File: config.mk
export PLATFORM = sky130hd
export DESIGN_NAME = tetris_input
export DESIGN_NICKNAME = d
export VERILOG_FILES = /design/src/rtl/tetris_input.sv
export SDC_FILE = /design/constraint.sdc
export NUM_CORES = 1
export LEC_CHECK = 0
export BUFFER_PORTS_ARGS = -buffer_cell sky130_fd_sc_hd__buf_2
export CAP_MARGIN = 20
export CORE_MARGIN = 3
export CORE_UTILIZATION = 49
export DETAILED_ROUTE_END_ITERATION = 10
export GPL_ROUTABILITY_DRIVEN = 1
export REMOVE_ABC_BUFFERS = 1
export SLEW_MARGIN = 15
export SYNTH_ARGS = -nofsm -noshare
export SYNTH_HDL_FRONTEND = slang
export SYNTH_SLANG_ARGS = --single-unit
File: constraint.sdc
create_clock -name gm_clk -period 4.5 [get_ports gm_clk]
set_input_delay 0.675 -clock gm_clk [delete_from_list [all_inputs] [get_ports gm_clk]]
set_output_delay 0.675 -clock gm_clk [all_outputs]
set_load 0.005 [all_outputs]
File: src/rtl/tetris_input.sv
// Button front end for the Tetris core: synchronise, debounce, and turn presses into move pulses.
// Define TETRIS_INPUT_AUTO_REPEAT_EN to give left/right a held-key auto-repeat.
module tetris_input #(
  parameter int DB_CYCLES  = 4,
  parameter int RPT_DELAY  = 16,
  parameter int RPT_PERIOD = 4
) (
  input  logic gm_clk,
  input  logic gm_rst,
  input  logic btn_down_raw,
  input  logic btn_left_raw,
  input  logic btn_right_raw,
  input  logic btn_rott_raw,
  output logic down,
  output logic left,
  output logic right,
  output logic rott
);

  localparam logic [15:0] DB_LAST = 16'(DB_CYCLES - 1);

  if (DB_CYCLES < 1 || DB_CYCLES > 65535 || RPT_PERIOD < 2 || RPT_PERIOD > 65535 ||
      RPT_DELAY <= RPT_PERIOD || RPT_DELAY > 65536) begin : g_bad_param
    $error("tetris_input: illegal parameter set");
  end

  // Bit order everywhere: 0 = down, 1 = left, 2 = right, 3 = rotate.
  logic [3:0]  raw;
  logic [3:0]  sync1;
  logic [3:0]  sync2;
  logic [3:0]  stable;
  logic [15:0] db_cnt [4];
  logic        rott_d;

  assign raw = {btn_rott_raw, btn_right_raw, btn_left_raw, btn_down_raw};

  always_ff @(posedge gm_clk) begin
    if (gm_rst) begin
      sync1 <= '0;
      sync2 <= '0;
    end else begin
      sync1 <= raw;
      sync2 <= sync1;
    end
  end

  // stable only flips after the synchronised level has disagreed for DB_CYCLES edges in a row.
  always_ff @(posedge gm_clk) begin
    if (gm_rst) begin
      stable <= '0;
      for (int i = 0; i < 4; i++) db_cnt[i] <= '0;
    end else begin
      for (int i = 0; i < 4; i++) begin
        if (sync2[i] == stable[i]) begin
          db_cnt[i] <= '0;
        end else if (db_cnt[i] == DB_LAST) begin
          stable[i] <= ~stable[i];
          db_cnt[i] <= '0;
        end else begin
          db_cnt[i] <= db_cnt[i] + 16'd1;
        end
      end
    end
  end

  always_ff @(posedge gm_clk) begin
    if (gm_rst) begin
      down   <= 1'b0;
      rott   <= 1'b0;
      rott_d <= 1'b0;
    end else begin
      down   <= stable[0];
      rott_d <= stable[3];
      rott   <= stable[3] & ~rott_d;
    end
  end

`ifdef TETRIS_INPUT_AUTO_REPEAT_EN
  typedef enum logic [1:0] {IDLE, DELAY, REPEAT} rpt_state_t;

  localparam logic [15:0] DLY_LAST = 16'(RPT_DELAY - 1);
  localparam logic [15:0] PER_LAST = 16'(RPT_PERIOD - 1);

  // Index 0 = left, 1 = right.
  rpt_state_t  state     [2];
  rpt_state_t  state_nxt [2];
  logic [15:0] rpt_cnt   [2];
  logic [15:0] cnt_nxt   [2];
  logic [1:0]  pulse_nxt;
  logic [1:0]  held;
  logic        both_held;

  assign held      = stable[2:1];
  assign both_held = stable[1] & stable[2];

  always_ff @(posedge gm_clk) begin
    if (gm_rst) begin
      for (int i = 0; i < 2; i++) begin
        state[i]   <= IDLE;
        rpt_cnt[i] <= '0;
      end
      left  <= 1'b0;
      right <= 1'b0;
    end else begin
      for (int i = 0; i < 2; i++) begin
        state[i]   <= state_nxt[i];
        rpt_cnt[i] <= cnt_nxt[i];
      end
      left  <= pulse_nxt[0];
      right <= pulse_nxt[1];
    end
  end

  // Holding left and right together freezes both repeat timers; fresh presses still pulse.
  always_comb begin
    for (int i = 0; i < 2; i++) begin
      state_nxt[i] = state[i];
      cnt_nxt[i]   = rpt_cnt[i];
      pulse_nxt[i] = 1'b0;
      case (state[i])
        IDLE: begin
          if (held[i]) begin
            state_nxt[i] = DELAY;
            cnt_nxt[i]   = '0;
            pulse_nxt[i] = 1'b1;
          end
        end
        DELAY, REPEAT: begin
          if (!held[i]) begin
            state_nxt[i] = IDLE;
            cnt_nxt[i]   = '0;
          end else if (!both_held) begin
            if (rpt_cnt[i] == ((state[i] == DELAY) ? DLY_LAST : PER_LAST)) begin
              state_nxt[i] = REPEAT;
              cnt_nxt[i]   = '0;
              pulse_nxt[i] = 1'b1;
            end else begin
              cnt_nxt[i] = rpt_cnt[i] + 16'd1;
            end
          end
        end
        default: begin
          state_nxt[i] = IDLE;
          cnt_nxt[i]   = '0;
        end
      endcase
    end
  end
`else
  logic [1:0] move_d;

  always_ff @(posedge gm_clk) begin
    if (gm_rst) begin
      left   <= 1'b0;
      right  <= 1'b0;
      move_d <= '0;
    end else begin
      move_d <= stable[2:1];
      left   <= stable[1] & ~move_d[0];
      right  <= stable[2] & ~move_d[1];
    end
  end
`endif

endmodule

==> results.json <==
{
  "status": "finished, final reports clean",
  "cp_top_family": "simple AND/OR/NAND/NOR gates",
  "final_max_slew_viol_count": 0,
  "postLayoutCoreUtil_pct": 58.0,
  "required_ns": 4.57,
  "core_mm2": 0.00789,
  "cp-startpoint": "db_cnt[2][0]$_SDFFCE_PN0P_",
  "routed_wirelength_mm": 6.39,
  "port_buffers": 9,
  "firstDrtPassIters": 4,
  "ys_types": 33,
  "grt_overflow": 0,
  "nNetsFinal": 455,
  "synth_area_mm2": 0.00407,
  "fp.dieW_um": 97.1,
  "drv_cap": 0,
  "min_from": "move_d[1]$_SDFF_PP0_",
  "wl_per_cell_um": 11.6,
  "post-route-period-util_pct": 45.7,
  "synth_area_per_cell_um2": 10.8,
  "pin_count": 10,
  "hold_viol_final": 0,
  "area_delta_synth_final_pct": 12.5,
  "cp_cell_sequence": "ha_1, nor4b_1, nand4_1, nand2_1, nor2_1",
  "cts_buffers": 9,
  "hp-class": "register to register",
  "antenna_found_initial": 0,
  "yosysSeqAreaShare_pct": 56.6,
  "rows": 32,
  "grt_pass1_vias": 2564,
  "irDropWorstVdd_mv": 0.165,
  "synth_top_area_share_pct": 47.2,
  "holdBufCountCts": 0,
  "path_class": "register to register",
  "arrival_ns": 2.13,
  "synth_cells": 375,
  "finalSetupViolations": 0,
  "grt_usage_pct": 14.3,
  "antennaDiodeCount": 0,
  "cts-resized-gates": 0,
  "r2r_start": "db_cnt[2][0]$_SDFFCE_PN0P_",
  "cts_buffer_depth": 2,
  "cts_tree": "yes",
  "startpoint_type": "register",
  "start_util_pct": 51.6,
  "cts.sinks": 83,
  "power_w": 0.00140,
  "crit_slowest_cell": "nand2_1",
  "skew_ns": 0.0150,
  "clock_latency_ns": 0.34,
  "final_area_mm2": 0.00458,
  "clk_pin_slew_ns": 0.08,
  "drt_drc_violations_left": 0,
  "postSynth.asyncResetShare_pct": 0,
  "vias": 2694,
  "yosys.area.top_type": "edfxtp_1",
  "place_area_mm2": 0.00442,
  "synth_area_leaders": "edfxtp_1 (47%), dfxtp_1 (9.4%), xnor2_1 (6.2%)",
  "power_density_mw_per_mm2": 307,
  "relSlewSlack_pct": 65.2,
  "die_h_um": 97.1,
  "gp_congestion": 0.790,
  "tightestPinTransition_ns": 0.521,
  "max_freq_ghz": 0.486,
  "fin_cells": 552,
  "synth_edf_count": 64,
  "max_stage_delay_ns": 0.44,
  "layout_commonest_cell": "nor2_1",
  "vias_per_cell": 4.88,
  "drive_gt1_share_pct": 6.44,
  "p_leak_nw": 1.64,
  "drt_iter0_markers": 59,
  "cts_setup_buffers": 0,
  "crit_fanout": 15,
  "mostFrequentLayoutCells": "nor2_1 (67), edfxtp_1 (64), conb_1 (64)",
  "period_minus_slack_ns": 2.06,
  "cp.buffers_inverters": 0,
  "finalSetupTns_ns": 0,
  "grt_max_degree": 21,
  "critPathCaptureType": "register",
  "dp_cells": 536,
  "die_area_mm2": 0.00943,
  "yosys_most_used_dff": "edfxtp_1",
  "drtAntennaViolNets": 0,
  "h-tree-depth": 3,
  "synth-seq-cells": 83,
  "ys_warn_count": 0,
  "grt_pass1_wl_mm": 11.3,
  "cts-root-buf": "clkbuf_8",
  "dp_hpwl_mm": 4.50,
  "rsz0062_at_grt": "false"
}
-- worst reg2reg max path: stages, from the launching register on --
cell	delay, ns
edfxtp_1	0.41
ha_1	0.32
nor4b_1	0.28
nand4_1	0.24
nand2_1	0.44
nor2_1	0.11
-- cell usage after synthesis, drive strengths merged (3+ instances only) --
cell type / count
nor4: 14
dfxtp: 19
xnor2: 29
edfxtp: 64
clkbuf: 9
o31ai: 3
ha: 4
a21oi: 6
and3: 9
mux2i: 4
nor3: 12
inv: 8
or4: 4
nor4b: 4
and4: 5
nand4: 23
nand2: 16
nor2b: 15
xor2: 25
nand3: 20
nor2: 67
and2: 3
buf: 4
-- where the power goes --
part           switching [W]  internal [W]  leakage (nW)
Combinational      0.0000342     0.0000244         0.743
Sequential         0.0000309      0.000852         0.815
Clock               0.000251      0.000211        0.0852
-- kinds of logic (layout without fill, tap and decap cells) --
| group | after synthesis | after routing | share of synthesized area [%] |
|---|---|---|---|
| adder cells (fa/ha/maj) | 4 | 4 | 1.23 |
| AO/OA/AOI/OAI | 12 | 12 | 1.75 |
| other | 1 | 64 | 0.0922 |
| flip-flops | 83 | 83 | 56.6 |
| buffers and inverters | 21 | 33 | 2.25 |
| multiplexers | 4 | 4 | 0.984 |
| AND/OR/NAND/NOR | 196 | 196 | 25.5 |
| XOR/XNOR | 54 | 54 | 11.6 |
-- sequential cells by signal, summed over array words and instances, names as in the netlist --
signal,flops
sync1,4
left,1
stable,4
right,1
down,1
rott,1
move_d,2
sync2,4
rott_d,1
db_cnt,64
-- metal layers --
metal	global-route usage (%)	up-vias	part of all wire, %
met3	2.80	4	2.7
met2	21.2	29	44
met4	4.75	0	0.72
li1	-	1418	-
met5	0	-	0
met1	20.9	1243	52
-- through the flow --
step | setup slack (ns) | hold slack (ns)
final | 2.44 | 0.389
after global routing | 2.21 | 0.422
after CTS | 2.39 | 0.393
after detailed placement | 2.40 | 0.382
after global placement | 2.47 | 0.371
after floorplan | 2.81 | 0.367
-- worst paths after layout --
path | slack (ns) | to | cells after the start
max | 2.44 | db_cnt[2][4]$_SDFFCE_PN0P_ | 5
min | 0.39 | right$_SDFF_PP0_ | 1
max reg2reg | 2.44 | db_cnt[2][4]$_SDFFCE_PN0P_ | 5
min reg2reg | 0.39 | right$_SDFF_PP0_ | 1
-- final cells by class --
| type | count | area, um^2 |
|---|---|---|
| Tap cell | 102 | 128 |
| Timing Repair Buffer | 9 | 45.0 |
| Multi-Input combinational cell | 334 | 1910 |
| Inverter | 8 | 30.0 |
| Clock buffer | 12 | 145 |
| Fill cell | 694 | 3310 |
| Sequential cell | 83 | 2300 |
| Clock inverter | 4 | 17.5 |
Note: power is estimated with default switching activity, not from simulation.
